===== src/rtl/pea_rcfg_sequencer_if.sv =====
// Control/status bundle between the Mage control registers, the PEA stall
// source and the reconfiguration sequencer. The master side drives launch,
// abort, window configuration and back-pressure; the slave (sequencer) drives
// the context address and status pulses.
interface pea_rcfg_sequencer_if #(
    parameter int N_ADDR_BITS_KMEM = 3,
    parameter int CNT_W            = 16
);
    logic                        start_i;
    logic                        abort_i;
    logic [N_ADDR_BITS_KMEM-1:0] cfg_start_addr_i;
    logic [N_ADDR_BITS_KMEM-1:0] cfg_end_addr_i;
    logic [CNT_W-1:0]            cfg_dwell_i;
    logic [CNT_W-1:0]            cfg_iters_i;
    logic                        stall_i;
    logic [N_ADDR_BITS_KMEM-1:0] rcfg_ctrl_addr_o;
    logic                        ctx_valid_o;
    logic                        busy_o;
    logic                        done_o;
    logic                        err_o;

    modport master (
        output start_i, abort_i, cfg_start_addr_i, cfg_end_addr_i,
               cfg_dwell_i, cfg_iters_i, stall_i,
        input  rcfg_ctrl_addr_o, ctx_valid_o, busy_o, done_o, err_o
    );

    modport slave (
        input  start_i, abort_i, cfg_start_addr_i, cfg_end_addr_i,
               cfg_dwell_i, cfg_iters_i, stall_i,
        output rcfg_ctrl_addr_o, ctx_valid_o, busy_o, done_o, err_o
    );
endinterface


===== src/rtl/pea_rcfg_sequencer.sv =====
// Time-multiplexing controller for the PEA reconfiguration memory.
// Walks a programmed window [start..end] of KMEM contexts, holding each one
// for dwell cycles, and repeats the window for a programmed number of passes.
// Configuration is captured in shadow registers when a launch is accepted so
// the control registers may be reprogrammed while a sequence is running.
module pea_rcfg_sequencer #(
    parameter int KMEM_SIZE        = 8,
    parameter int N_ADDR_BITS_KMEM = $clog2(KMEM_SIZE),
    parameter int CNT_W            = 16
) (
    input  logic                  clk_i,
    input  logic                  rst_i,
    pea_rcfg_sequencer_if.slave   bus
);

    typedef enum logic [1:0] {
        IDLE   = 2'd0,
        RUN    = 2'd1,
        FINISH = 2'd2
    } state_t;

    localparam logic [N_ADDR_BITS_KMEM:0] KMEM_LIM = KMEM_SIZE[N_ADDR_BITS_KMEM:0];

    state_t                      r_state;
    logic [N_ADDR_BITS_KMEM-1:0] r_addr;
    logic [CNT_W-1:0]            r_dwell_cnt;
    logic [CNT_W-1:0]            r_iter_cnt;
    logic                        r_err;

    // shadow copies of the window configuration, valid from launch onwards
    logic [N_ADDR_BITS_KMEM-1:0] r_start;
    logic [N_ADDR_BITS_KMEM-1:0] r_end;
    logic [CNT_W-1:0]            r_dwell;
    logic [CNT_W-1:0]            r_iters;

    state_t                      w_state_nxt;
    logic [N_ADDR_BITS_KMEM-1:0] w_addr_nxt;
    logic [CNT_W-1:0]            w_dwell_nxt;
    logic [CNT_W-1:0]            w_iter_nxt;
    logic                        w_err_nxt;
    logic                        w_latch;
    logic                        w_bad_window;
    logic [CNT_W-1:0]            w_dwell_last;
    logic                        w_dwell_end;
    logic                        w_last_iter;

    // a window is illegal if it runs backwards or past the last context
    assign w_bad_window = (bus.cfg_end_addr_i < bus.cfg_start_addr_i) ||
                          ({1'b0, bus.cfg_end_addr_i} >= KMEM_LIM);

    // a programmed dwell of 0 behaves like 1: last count index is 0 either way
    assign w_dwell_last = (r_dwell == '0) ? '0 : (r_dwell - 1'b1);
    assign w_dwell_end  = (r_dwell_cnt == w_dwell_last);
    assign w_last_iter  = (r_iter_cnt == (r_iters - 1'b1));

    // state register
    always_ff @(posedge clk_i or posedge rst_i) begin
        if (rst_i) begin
            r_state <= IDLE;
        end else begin
            r_state <= w_state_nxt;
        end
    end

    // next-state and next-datapath decode; abort overrides everything
    always_comb begin
        w_state_nxt = r_state;
        w_addr_nxt  = r_addr;
        w_dwell_nxt = r_dwell_cnt;
        w_iter_nxt  = r_iter_cnt;
        w_err_nxt   = 1'b0;
        w_latch     = 1'b0;

        if (bus.abort_i) begin
            w_state_nxt = IDLE;
            w_addr_nxt  = '0;
            w_dwell_nxt = '0;
            w_iter_nxt  = '0;
        end else begin
            case (r_state)
                IDLE: begin
                    if (bus.start_i) begin
                        if (w_bad_window) begin
                            w_err_nxt = 1'b1;
                        end else begin
                            w_latch     = 1'b1;
                            w_dwell_nxt = '0;
                            w_iter_nxt  = '0;
                            if (bus.cfg_iters_i == '0) begin
                                w_state_nxt = FINISH;
                            end else begin
                                w_state_nxt = RUN;
                                w_addr_nxt  = bus.cfg_start_addr_i;
                            end
                        end
                    end
                end
                RUN: begin
                    if (!bus.stall_i) begin
                        if (!w_dwell_end) begin
                            w_dwell_nxt = r_dwell_cnt + 1'b1;
                        end else if (r_addr != r_end) begin
                            w_addr_nxt  = r_addr + 1'b1;
                            w_dwell_nxt = '0;
                        end else if (!w_last_iter) begin
                            w_addr_nxt  = r_start;
                            w_iter_nxt  = r_iter_cnt + 1'b1;
                            w_dwell_nxt = '0;
                        end else begin
                            w_state_nxt = FINISH;
                            w_dwell_nxt = '0;
                        end
                    end
                end
                FINISH: begin
                    w_state_nxt = IDLE;
                end
                default: begin
                    w_state_nxt = IDLE;
                end
            endcase
        end
    end

    // address, counters and error pulse registers
    always_ff @(posedge clk_i or posedge rst_i) begin
        if (rst_i) begin
            r_addr      <= '0;
            r_dwell_cnt <= '0;
            r_iter_cnt  <= '0;
            r_err       <= 1'b0;
        end else begin
            r_addr      <= w_addr_nxt;
            r_dwell_cnt <= w_dwell_nxt;
            r_iter_cnt  <= w_iter_nxt;
            r_err       <= w_err_nxt;
        end
    end

    // capture the configuration only when a launch is accepted
    always_ff @(posedge clk_i or posedge rst_i) begin
        if (rst_i) begin
            r_start <= '0;
            r_end   <= '0;
            r_dwell <= '0;
            r_iters <= '0;
        end else if (w_latch) begin
            r_start <= bus.cfg_start_addr_i;
            r_end   <= bus.cfg_end_addr_i;
            r_dwell <= bus.cfg_dwell_i;
            r_iters <= bus.cfg_iters_i;
        end
    end

    assign bus.rcfg_ctrl_addr_o = r_addr;
    assign bus.ctx_valid_o      = (r_state == RUN);
    assign bus.busy_o           = (r_state != IDLE);
    assign bus.done_o           = (r_state == FINISH);
    assign bus.err_o            = r_err;

endmodule

===== src/flat_wrapper.sv =====
// flat-port wrapper written by rule: the top's interface ports become plain ports
module pea_rcfg_sequencer_flat 
#(
    parameter int KMEM_SIZE        = 8,
    parameter int N_ADDR_BITS_KMEM = $clog2(KMEM_SIZE),
    parameter int CNT_W            = 16
)
  (clk_i, rst_i, bus_start_i, bus_abort_i, bus_cfg_start_addr_i, bus_cfg_end_addr_i, bus_cfg_dwell_i, bus_cfg_iters_i, bus_stall_i, bus_rcfg_ctrl_addr_o, bus_ctx_valid_o, bus_busy_o, bus_done_o, bus_err_o);
  pea_rcfg_sequencer_if #(.N_ADDR_BITS_KMEM(N_ADDR_BITS_KMEM), .CNT_W(CNT_W)) bus_i ();
  input  logic clk_i;
  input  logic rst_i;
  input wire logic [$bits(bus_i.start_i)-1:0] bus_start_i;
  input wire logic [$bits(bus_i.abort_i)-1:0] bus_abort_i;
  input wire logic [$bits(bus_i.cfg_start_addr_i)-1:0] bus_cfg_start_addr_i;
  input wire logic [$bits(bus_i.cfg_end_addr_i)-1:0] bus_cfg_end_addr_i;
  input wire logic [$bits(bus_i.cfg_dwell_i)-1:0] bus_cfg_dwell_i;
  input wire logic [$bits(bus_i.cfg_iters_i)-1:0] bus_cfg_iters_i;
  input wire logic [$bits(bus_i.stall_i)-1:0] bus_stall_i;
  output wire logic [$bits(bus_i.rcfg_ctrl_addr_o)-1:0] bus_rcfg_ctrl_addr_o;
  output wire logic [$bits(bus_i.ctx_valid_o)-1:0] bus_ctx_valid_o;
  output wire logic [$bits(bus_i.busy_o)-1:0] bus_busy_o;
  output wire logic [$bits(bus_i.done_o)-1:0] bus_done_o;
  output wire logic [$bits(bus_i.err_o)-1:0] bus_err_o;
  assign bus_i.start_i = bus_start_i;
  assign bus_i.abort_i = bus_abort_i;
  assign bus_i.cfg_start_addr_i = bus_cfg_start_addr_i;
  assign bus_i.cfg_end_addr_i = bus_cfg_end_addr_i;
  assign bus_i.cfg_dwell_i = bus_cfg_dwell_i;
  assign bus_i.cfg_iters_i = bus_cfg_iters_i;
  assign bus_i.stall_i = bus_stall_i;
  assign bus_rcfg_ctrl_addr_o = bus_i.rcfg_ctrl_addr_o;
  assign bus_ctx_valid_o = bus_i.ctx_valid_o;
  assign bus_busy_o = bus_i.busy_o;
  assign bus_done_o = bus_i.done_o;
  assign bus_err_o = bus_i.err_o;
  pea_rcfg_sequencer #(.KMEM_SIZE(KMEM_SIZE), .N_ADDR_BITS_KMEM(N_ADDR_BITS_KMEM), .CNT_W(CNT_W)) u_core (.clk_i(clk_i), .rst_i(rst_i), .bus(bus_i));
endmodule

===== config.mk =====
export PLATFORM = sky130hd
export DESIGN_NAME = pea_rcfg_sequencer_flat
export DESIGN_NICKNAME = d
export VERILOG_FILES = /design/src/rtl/pea_rcfg_sequencer_if.sv /design/src/rtl/pea_rcfg_sequencer.sv /design/src/flat_wrapper.sv
export SDC_FILE = /design/constraint.sdc
export NUM_CORES = 1
export LEC_CHECK = 0
export ABC_AREA = 1
export CAP_MARGIN = 5
export CORE_ASPECT_RATIO = 1.75
export CORE_MARGIN = 1
export CORE_UTILIZATION = 55
export DETAILED_ROUTE_END_ITERATION = 12
export PLACE_DENSITY = 0.86
export REMOVE_ABC_BUFFERS = 1
export SLEW_MARGIN = 20
export SYNTH_ARGS = -nofsm -noshare
export SYNTH_HDL_FRONTEND = slang
export SYNTH_SLANG_ARGS = --single-unit

===== constraint.sdc =====
create_clock -name clk_i -period 7.1 [get_ports clk_i]
set_input_delay 1.42 -clock clk_i [delete_from_list [all_inputs] [get_ports clk_i]]
set_output_delay 1.42 -clock clk_i [all_outputs]
set_load 0.05 [all_outputs]

==> results.yml, run 1 <==
worst_hold_path:
  worstHoldPathCells: 2
  min-delay-path-class: "flip-flop to flip-flop"
  hold_end: "u_core.r_start[0]"
  min_from: "u_core.r_start[0]"
setup_path:
  arrival_ns: 4.08
  slowest_delay_ns: 0.75
  critPathTopFamily: "simple AND/OR/NAND/NOR gates"
  cpMostUsedCell: "nor2_1"
  end_kind: "flip-flop"
  startpoint_type: "input port"
  crit_slowest_cell: "nor2_1"
  worstPathMaxFanout: 25
  worstRegToRegCells: 15
  cp.buffers_inverters: 4
  rr_startpoint: "u_core.r_dwell[0]"
  r2r_setup_slack_ns: 4.05
  critPathKind: "input port to flip-flop"
  timing.rr.end: "u_core.r_iter_cnt[6]"
  cp.required_ns: 7.33
  path_cells: "clkdlybuf4s50_1 > nor2_1 > inv_1 > nor2_1 > a22oi_1 > nand2_1 > a21oi_2 > buf_4 > nand3_1 > inv_1 > a21oi_1 > nor2_1"
die:
  core_area_um2: 9150
  die_h_um: 131
  placementRows: 46
  num_io_pins: 50
  start_util_pct: 57.1
  dieArea_um2: 9910
  die_x_um: 75.7
timing:
  report.final.slew_viol_count: 0
  fmax_mhz: 260
  final_hold_viol_count: 0
  timing.final.ws_setup_ns: 3.26
  rsz0062_at_grt: "false"
  fin_crit_ns: 3.84
  final.setup_skew_ns: 0.00978
  fin_crit_sh_pct: 54.1
  worstMarginPinSlew_ns: 0.984
  setup-tns-final_ns: 0
  relSlewSlack_pct: 34.1
  setup_viol: 0
logic_synthesis:
  yosysMostFrequentCell: "nand2_1"
  synth-seq-cells: 76
  yosysTopAreaCell: "dfrtp_1"
  yosys_most_used_dff: "dfrtp_1"
  yosysTopAreaCellShare_pct: 36.4
  syn_inst: 782
  async_flop_share_pct: 100
  synth_cell_types: 39
  synth_edf_count: 0
  avgSynthCellArea_um2: 6.68
  synth_warnings: 0
  synth_area_leaders: "dfrtp_1 (36%), nand2_1 (16%), nor2_1 (8.2%)"
  ys_seq_area_share_pct: 36.4
  synthTopCellsByCount: "nand2_1 (221), nor2_1 (114), inv_1 (99), dfrtp_1 (76), nand3_1 (55)"
  syn_area_um2: 5230
global_route:
  grt_max_degree: 77
  overflow: 0
  grt_pass1_wl_um: 22300
  antenna_found_initial: 0
  grtUsageTotal_pct: 29.7
  grt_pass1_vias: 5183
placement:
  placed_area_um2: 5770
  dp.cells: 928
  routabilityCongestion: 0.915
  dp_hpwl_um: 9560
  dp_slack_ns: 3.02
  port_buffers: 49
cells_and_area:
  fin_cells: 944
  stdcell_area_um2: 6080
  drive_gt1_share_pct: 4.98
  diodes: 0
  area_growth_pct: 16.4
  fin_nets: 870
run:
  drv_cap: 0
detailed_routing:
  via_count: 5224
  ant_nets: 0
  viasPerCell: 5.53
  drt-initial-drc-count: 350
  dr.pass1.iters: 5
  wire_per_inst_um: 14.3
  drc: 0
  finalWirelength_um: 13500
clocking:
  clockRootBuffer: "clkbuf_16"
  cts_resized: 0
  clock_latency_ns: 0.35
  cts_hold_buf: 0
  tritoncts: "done"
  clock_tree.buffer_depth: 2
  cts.sinks: 76
  htreeDepth: 3
  post_cts_buffers: 0
  numCtsBuffers: 9
  cts.clk_slew.worst_paths_ns: 0.06
power_and_ir_drop:
  power.total_mw: 2.02
  p_per_area_nw_per_um2: 332
  p_leak_nw: 2.93
  ir_worst_vdd_uv: 174
run_status:
  status: "finished clean"
flip-flops by register name, indices dropped and copies added (netlist names):
| name | count |
|---|---|
| u_core.r_end | 3 |
| u_core.r_dwell | 16 |
| u_core.r_state | 2 |
| u_core.r_dwell_cnt | 16 |
| u_core.bus.err_o | 1 |
| u_core.r_start | 3 |
| u_core.r_iters | 16 |
| u_core.r_iter_cnt | 16 |
| u_core.bus.rcfg_ctrl_addr_o | 3 |
worst register-to-register path: stages, from the launching register on:
cell and delay, ns:
dfrtp_1 0.35, inv_1 0.15, ha_1 0.26, nand2_2 0.16, nor2_1 0.16, nand2_2 0.33, nand3_1 0.25, nor2_1 0.06
nor2_1 0.10, nand3_1 0.09, nor2_1 0.16, nand3_2 0.18, nand2_4 0.28, nand3_4 0.25, nand2_1 0.13, nand2_1 0.05
where the power goes:
part | internal [mW] | total, mW | switching (mW)
Combinational | 0.315 | 0.879 | 0.564
Clock | 0.272 | 0.448 | 0.176
Sequential | 0.553 | 0.691 | 0.138
placed cells by master (no fill, tap or decap), drive strengths merged, types with 16 or more instances in the layout:
master / Yosys / layout
nand2: 225 / 225
xor2: 16 / 16
dfrtp: 76 / 76
nor2: 119 / 119
o21ai: 35 / 35
a21oi: 29 / 29
nand4: 37 / 37
clkdlybuf4s50: 0 / 49
nand3: 57 / 57
inv: 100 / 100
stage by stage:
| stage | hold WS, ns | util, % |
|---|---|---|
| after floorplan | 0.453 | - |
| after CTS | 0.499 | 66.2 |
| after global placement | 0.471 | 63.0 |
| after global routing | 0.535 | 66.5 |
| after detailed placement | 0.486 | 63.0 |
| final | 0.496 | 66.5 |
kinds of logic (layout without fill, tap and decap cells):
kind of cell               after synthesis  in the layout  share of synthesized area (%)
and+or+nand+nor                        467            467                           38.9
AOI/OAI and AO/OA                       75             75                           7.83
adders and majority gates                7              7                           1.68
buffers and inverters                  126            168                           9.55
xor gates and xnor gates                27             27                           4.79
DFF                                     76             76                           36.4
muxes                                    4              4                          0.862
worst max path at each step:
stage,start,endpoint,slack [ns],depth (start not counted)
2_1_floorplan,bus_cfg_start_addr_i[2],u_core.r_dwell[2],3.24,7
3_3_place_gp,bus_abort_i,u_core.r_dwell_cnt[4],3.19,13
3_5_place_dp,bus_abort_i,u_core.r_dwell_cnt[12],3.02,12
4_1_cts,bus_abort_i,u_core.r_dwell_cnt[12],3.31,12
5_1_grt,bus_abort_i,u_core.r_dwell_cnt[14],2.99,13
6_report,bus_abort_i,u_core.r_dwell_cnt[12],3.26,12
final cells by class:
cell class	count	area [um^2]
fill	749	3070
multi-input combinational	580	2830
sequential	76	1900
timing repair buffer	53	541
inverter	100	375
clock buffer	14	284
tap	120	150
clock inverter	1	5.00
layer usage:
metal	wire length, um	global-route usage, %
met2	7300	54.6
met4	707	20.3
met5	0	0
met1	4870	28.8
met3	588	5.75
Note: power is estimated with default switching activity, not from simulation.
==> run 2: changes to the inputs <==
Settings changed: CORE_UTILIZATION 55 to 53, PLACE_DENSITY 0.86 to 0.87.
Clock period 7.1 ns to 3.3 ns, I/O delays scaled along.
==> results.yml, run 2 (synthesized netlist as in run 1, its figures left out) <==
clocking:
  clock_latency_ns: 0.34
  cts_resized: 0
  tritoncts: "done"
  post_cts_buffers: 0
  cts_hold_buf: 0
  cts.clk_slew.worst_paths_ns: 0.06
  numCtsBuffers: 9
  htreeDepth: 3
  clock_tree.buffer_depth: 2
  cts.sinks: 76
  clockRootBuffer: "clkbuf_16"
global_route:
  grt_max_degree: 77
  grt_pass1_wl_um: 21800
  overflow: 0
  grt_pass1_vias: 5065
  antenna_found_initial: 0
  grtUsageTotal_pct: 26.7
cells_and_area:
  fin_cells: 951
  utilization_pct: 64.2
  stdcell_area_um2: 6120
  drive_gt1_share_pct: 5.31
  regArea_um2: 1900
  diodes: 0
  fin_nets: 875
  multiInputGateArea_um2: 2830
  layout_common_cells: "nand2_1 (221), nor2_1 (114), inv_1 (98), dfrtp_1 (76), nand3_1 (55)"
  n_fill_cell: 856
  mostFrequentLayoutCell: "nand2_1"
  area_growth_pct: 17.0
detailed_routing:
  via_count: 5201
  finalWirelength_um: 13000
  wire_per_inst_um: 13.7
  drt-initial-drc-count: 245
  viasPerCell: 5.47
  dr.pass1.iters: 6
  drc: 0
  ant_nets: 0
setup_path:
  arrival_ns: 3.16
  path_cells: "inv_1 > ha_1 > nand2_2 > nor2_1 > nand2_2 > nand3_1 > nand2_1 > nor2_1 > nand3_1 > nor2_1 > nand3_2 > nand2_4 > nand3_4 > nand2_1 > nand2_1"
  critPathKind: "flip-flop to flip-flop"
  end_kind: "flip-flop"
  slowest_delay_ns: 0.36
  startpoint_type: "flip-flop"
  cp.required_ns: 3.53
  worstPathMaxFanout: 30
  crit_slowest_cell: "dfrtp_1"
timing:
  rsz0062_at_grt: "false"
  final.setup_skew_ns: 0.00712
  fin_crit_ns: 2.93
  fin_crit_sh_pct: 88.9
  final_hold_viol_count: 0
  report.final.slew_viol_count: 0
  relSlewSlack_pct: 53.5
  fmax_mhz: 341
  worstMarginPinSlew_ns: 0.696
  setup_viol: 0
die:
  start_util_pct: 54.9
  core_area_um2: 9530
  placementRows: 47
  die_x_um: 77.1
  num_io_pins: 50
  dieArea_um2: 10300
  die_h_um: 133
power_and_ir_drop:
  p_per_area_nw_per_um2: 704
  ir_worst_vdd_uv: 463
  power.total_mw: 4.31
  p_leak_nw: 2.94
worst_hold_path:
  min-delay-path-class: "flip-flop to flip-flop"
placement:
  placed_area_um2: 5840
  dp.cells: 936
  routabilityCongestion: 0.914
  port_buffers: 49
  dp_hpwl_um: 9220
run_status:
  status: "finished clean"
run:
  drv_cap: 0
## run 2: cell count changes in the layout (fill, tap and decap cells not counted)
cell,previous run,this run
clkinv_2,1,0
a21oi_4,0,1
a21oi_2,2,1
buf_4,3,7
buf_12,0,2
clkbuf_8,4,2
clkbuf_1,1,3
buf_16,1,0
clkinvlp_4,0,1
## run 2: final cells by class
| cell class | instances | share of cell area, % |
|---|---|---|
| Clock buffer | 14 | 4.31 |
| Sequential cell | 76 | 31.1 |
| Multi-Input combinational cell | 580 | 46.3 |
| Tap cell | 122 | 2.49 |
| Inverter | 100 | 6.13 |
| Clock inverter | 1 | 0.123 |
| Timing Repair Buffer | 58 | 9.53 |
## run 2: worst paths after layout
check	endpoint	depth (start not counted)	startpoint	slack (ns)
max	u_core.r_iter_cnt[5]	15	u_core.r_dwell[0]	0.37
min	u_core.r_start[0]	2	u_core.r_start[0]	0.49
max reg2reg	u_core.r_iter_cnt[5]	15	u_core.r_dwell[0]	0.37
min reg2reg	u_core.r_start[0]	2	u_core.r_start[0]	0.49
max in group asynchronous	u_core.r_dwell[12]	3	rst_i	2.23
min in group asynchronous	u_core.r_dwell[0]	3	rst_i	0.73
## run 2: per-layer routing
| layer | vias to the layer above | routed length (um) | GRT usage (%) | part of all wire, % |
|---|---|---|---|---|
| li1 | 2589 | - | - | - |
| met1 | 2405 | 4870 | 27.1 | 37 |
| met2 | 149 | 6910 | 49.3 | 53 |
| met3 | 58 | 443 | 3.36 | 3.4 |
| met4 | 0 | 800 | 19.4 | 6.1 |
| met5 | - | 0 | 0 | 0 |
## run 2: power by group
part           switching, mW  internal, mW  leakage, nW
Clock                  0.370         0.547        0.129
Combinational           1.20         0.704         1.84
Sequential             0.299          1.19        0.973
## run 2: through the flow
stage / hold slack [ns] / setup TNS, ns / worst slack [ns]
final: 0.494 / 0 / 0.368
after global routing: 0.534 / 0 / 0.00972
after CTS: 0.491 / 0 / 0.214
after detailed placement: 0.477 / -1.33 / -0.137
after global placement: 0.468 / -0.0315 / -0.0274
after floorplan: 0.453 / 0 / 0.195
## run 2: worst max-delay path: cells and delay by family, from the launching register on
family / cells / cell delay (ns)
DFF: 1 / 0.36
adders and majority gates: 1 / 0.27
buffers and inverters: 1 / 0.13
and+or+nand+nor: 13 / 2.05
